--- src/rtl/alu_arbiter.sv ---
// alu_arbiter: round-robin arbiter sharing one multi-cycle ALU between two requesters.
// Defining ALU_TIMEOUT_EN adds a BUSY watchdog that aborts after TIMEOUT cycles.
module alu_arbiter #(
    parameter  int unsigned TIMEOUT = 64,
    localparam int unsigned OP_W    = 6,
    localparam int unsigned D_W     = 16,
    localparam int unsigned F_W     = 4,
    localparam int unsigned N_REQ   = 2
) (
    input  logic             clk,
    input  logic             rst,
    input  logic [N_REQ-1:0] req,
    input  logic [OP_W-1:0]  op0,
    input  logic [OP_W-1:0]  op1,
    input  logic [D_W-1:0]   a0,
    input  logic [D_W-1:0]   b0,
    input  logic [D_W-1:0]   a1,
    input  logic [D_W-1:0]   b1,
    output logic [N_REQ-1:0] gnt,
    output logic [N_REQ-1:0] done,
    output logic [D_W-1:0]   res1,
    output logic [D_W-1:0]   res2,
    output logic [F_W-1:0]   flags,
    output logic             err,
    output logic             alu_bgn,
    output logic [OP_W-1:0]  alu_op,
    output logic [D_W-1:0]   alu_a,
    output logic [D_W-1:0]   alu_b,
    input  logic [D_W-1:0]   alu_acc1,
    input  logic [D_W-1:0]   alu_acc2,
    input  logic [F_W-1:0]   alu_flags,
    input  logic             alu_rdy
);

    typedef enum logic [1:0] {
        IDLE    = 2'd0,
        BUSY    = 2'd1,
        RELEASE = 2'd2
    } state_t;

    state_t state;
    logic   prio;
    logic   owner;
    logic   winner_c;

    if (TIMEOUT < 2) begin : g_bad_timeout
        $error("alu_arbiter: TIMEOUT must be at least 2");
    end

`ifdef ALU_TIMEOUT_EN
    localparam int unsigned CNT_W = (TIMEOUT > 1) ? $clog2(TIMEOUT) : 1;
    logic [CNT_W-1:0] busy_cnt;
`endif

    // Lone requester wins outright; on contention the favoured requester wins.
    assign winner_c = (req == 2'b11) ? prio : req[1];

    always_ff @(posedge clk) begin
        if (rst) begin
            state   <= IDLE;
            prio    <= 1'b0;
            owner   <= 1'b0;
            gnt     <= '0;
            done    <= '0;
            res1    <= '0;
            res2    <= '0;
            flags   <= '0;
            err     <= 1'b0;
            alu_bgn <= 1'b0;
            alu_op  <= '0;
            alu_a   <= '0;
            alu_b   <= '0;
`ifdef ALU_TIMEOUT_EN
            busy_cnt <= '0;
`endif
        end else begin
            gnt  <= '0;
            done <= '0;
            case (state)
                IDLE: begin
                    if (req != 2'b00) begin
                        owner   <= winner_c;
                        prio    <= ~winner_c;
                        gnt     <= {winner_c, ~winner_c};
                        alu_op  <= winner_c ? op1 : op0;
                        alu_a   <= winner_c ? a1  : a0;
                        alu_b   <= winner_c ? b1  : b0;
                        alu_bgn <= 1'b1;
`ifdef ALU_TIMEOUT_EN
                        busy_cnt <= '0;
`endif
                        state   <= BUSY;
                    end
                end
                BUSY: begin
                    if (alu_rdy) begin
                        res1    <= alu_acc1;
                        res2    <= alu_acc2;
                        flags   <= alu_flags;
                        err     <= 1'b0;
                        done    <= {owner, ~owner};
                        alu_bgn <= 1'b0;
                        state   <= RELEASE;
                    end
`ifdef ALU_TIMEOUT_EN
                    // A ready arriving on the last allowed cycle still completes normally.
                    else if (busy_cnt == CNT_W'(TIMEOUT - 1)) begin
                        res1    <= '0;
                        res2    <= '0;
                        flags   <= '0;
                        err     <= 1'b1;
                        done    <= {owner, ~owner};
                        alu_bgn <= 1'b0;
                        state   <= RELEASE;
                    end else begin
                        busy_cnt <= busy_cnt + CNT_W'(1);
                    end
`endif
                end
                RELEASE: state <= IDLE;
                default: state <= IDLE;
            endcase
        end
    end

endmodule

--- config.mk ---
export PLATFORM = sky130hd
export DESIGN_NAME = alu_arbiter
export DESIGN_NICKNAME = d
export VERILOG_FILES = /design/src/rtl/alu_arbiter.sv
export SDC_FILE = /design/constraint.sdc
export NUM_CORES = 1
export LEC_CHECK = 0
export BUFFER_PORTS_ARGS = -buffer_cell sky130_fd_sc_hd__buf_2
export CAP_MARGIN = 20
export CORE_UTILIZATION = 40
export DETAILED_ROUTE_END_ITERATION = 8
export HOLD_SLACK_MARGIN = 0.03
export PLACE_DENSITY_LB_ADDON = 0.08
export SETUP_SLACK_MARGIN = 0.5
export SLEW_MARGIN = 5
export SYNTH_ARGS = -nofsm -noshare
export SYNTH_HDL_FRONTEND = slang
export SYNTH_SLANG_ARGS = --single-unit
--- constraint.sdc ---
create_clock -name clk -period 2.8 [get_ports clk]
set_input_delay 0.84 -clock clk [delete_from_list [all_inputs] [get_ports clk]]
set_output_delay 0.84 -clock clk [all_outputs]
set_load 0.05 [all_outputs]
==> impl_metrics.json <==
{
  "status": "finished clean",
  "cp_cell_sequence": "buf_2 -> or2_1 -> buf_4 -> and2_4 -> a311oi_2",
  "hold-worst-slack_ps": 443,
  "n_antenna_cell": 0,
  "slew_viol_final": 0,
  "dr_wl_met3_um": 809,
  "max_cap_viol_count": 0,
  "crit_family": "simple AND/OR/NAND/NOR gates",
  "synth-simple-area-share": 0.160,
  "fin_crit_sh": 0.742,
  "final_nets": 703,
  "cts_buffers": 9,
  "dieArea_mm2": 0.00912,
  "synth-edff-count": 0,
  "grt_pass1_wl_um": 15800,
  "synth_compound_area_frac": 0.302,
  "slew-limit-headroom": 0.625,
  "ir_drop_uv": 308,
  "dp_hpwl_um": 6920,
  "n_fill_cell": 812,
  "crit_slowest_cell": "and2_4",
  "clock.fmax_mhz": 481,
  "routed_wl_um": 10200,
  "path_class": "in2reg",
  "syn_avg_cell_area_um2": 8.43,
  "critPathLaunchType": "input pin",
  "die_h_um": 95.5,
  "worst_pin_slew_ps": 561,
  "coreArea_mm2": 0.00834,
  "num_rows": 33,
  "synthCells": 415,
  "cpPeakStageDelay_ps": 520,
  "hold_violations": 0,
  "power.leakage_nw": 2.10,
  "grt_use_total": 0.221,
  "ctsResizeCount": 0,
  "grt_pass1_vias": 3382,
  "yosysSeqAreaShare": 0.475,
  "clock-root-buffer": "clkbuf_8",
  "reg2reg_slack_ps": 1180,
  "antenna_left": 0,
  "synth_ff_type": "dfxtp_1",
  "synth_top_family_by_area": "compound AO/OA/AOI/OAI gates",
  "vias": 3689,
  "start_util": 0.419,
  "crit_path_end_kind": "register",
  "m1WireLength_um": 4480,
  "drtIter0Drc": 91,
  "cts_setup_buffers": 0,
  "vias_per_cell": 5.31,
  "syn-num-nets": 532,
  "critPathMaxFanout": 38,
  "top_layer_used": "met4",
  "final-setup-viol-count": 0,
  "first_pass_iters": 4,
  "drc": 0,
  "rsz0062_at_grt": "false",
  "p_per_area_mw_per_mm2": 680,
  "ys_warn_count": 0,
  "fp.dieW_um": 95.5,
  "portBuffers": 195,
  "synth_mux_area_frac": 0,
  "cts_tree": "yes",
  "postCtsHoldBufs": 0,
  "clock-sinks": 83,
  "cp.required_ps": 3000,
  "grt_max_degree": 55,
  "synth_area_mm2": 0.00350,
  "ios": 197,
  "clock_latency_ps": 340,
  "cp.arrival_ps": 2270,
  "overflow": 0,
  "ys_ff_latch": 83,
  "synth_fa_ha_area_frac": 0,
  "gp_congestion": 0.773,
  "yosys.area_share.xor_xnor": 0,
  "htreeDepth": 3,
  "hp-class": "reg2reg",
  "layout-drive-gt1-share": 0.420,
  "fin_tns_setup_ps": 0,
  "postSynth.asyncResetShare": 0,
  "worst-path-buf-inv": 2,
  "cts.clk_slew.worst_paths_ps": 90,
  "fin_skew_ps": 11.7,
  "cts_buffer_depth": 2,
  "area_growth_pct": 35.7,
  "antenna_found_initial": 0,
  "routedWlPerCell_um": 14.7,
  "yosys.cell_types.count": 28,
  "period_minus_slack_ps": 2080,
  "wl_met2_um": 4770
}
==> placed cells by master, fill, tap and decap left out, drive strengths merged, types with 2 or more instances in the layout <==
master / n
nand2: 74
a21oi: 78
o21ai: 38
and2: 2
clkbuf: 9
bufinv: 3
clkinv: 2
inv: 2
nand3: 39
nor2: 2
dfxtp: 83
buf: 208
a311oi: 38
==> area by class of cell <==
type / instances / area (um2) / share of cell area
well taps: 105 / 131 / 0.0277
clock inverters: 6 / 113 / 0.0237
inverters: 1 / 3.75 / 0.000791
multi-input cells: 283 / 1630 / 0.343
repair buffers: 208 / 1090 / 0.229
flip-flops and latches: 83 / 1660 / 0.350
clock buffers: 9 / 124 / 0.0261
==> logic make-up after synthesis <==
family	after synthesis
AO/OA/AOI/OAI	156
AND/OR/NAND/NOR	126
flip-flops	83
buffers and inverters	49
other	1
==> synthesized netlist by cell type, drive strengths merged, types with 2 or more instances <==
library cell   n  area, um2
nand2         74        278
nor2           2       7.51
dfxtp         83       1660
clkbuf        40        153
a311oi        38        458
a21oi         78        390
and2           2       15.0
nand3         39        195
o21ai         38        190
buf            8       61.3
==> worst reg2reg max path: stages, from the launching register on <==
cell and delay [ps]:
dfxtp_1 350, nor2_4 340, and2_4 580, a311oi_2 210
==> worst paths after layout <==
check                               from        end  cells after the start
worst max-delay path              req[1]  alu_op[0]                      5
worst min-delay path               owner    done[0]                      1
worst max register to register  state[1]  alu_op[0]                      3
worst min register to register     owner    done[0]                      1
==> power breakdown <==
group	internal, mW	leakage (nW)	total [mW]	switching, mW
combinational	0.250	1.30	0.873	0.623
clock	0.591	0.120	1.03	0.434
sequential	1.28	0.683	1.33	0.0511
total	2.12	2.10	3.23	1.11
==> flip-flops by register name, indices dropped and copies added, names as in the netlist, 2 cells and up <==
register and count:
res1 16, flags 4, gnt 2, alu_b 16, alu_a 16, alu_op 6, res2 16, state 2
done 2
==> per-layer routing <==
metal	GRT usage	vias to the layer above
met5	0	-
met4	0.0920	0
met3	0.0486	15
met2	0.361	157
met1	0.280	1693
li1	-	1824
==> stage by stage <==
stage / setup slack (ps) / utilization / total power, mW / cells / instance area, um2
final: 722 / 0.569 / 3.23 / 695 / 4750
after detailed placement: 376 / 0.541 / 2.23 / 680 / 4510
after CTS: 752 / 0.569 / 3.25 / 695 / 4750
after global routing: 638 / 0.569 / 3.37 / 695 / 4750
after global placement: 449 / 0.541 / 2.22 / 680 / 4510
after floorplan: 811 / - / 1.99 / 415 / 3500
Note: power is estimated with default switching activity, not from simulation.
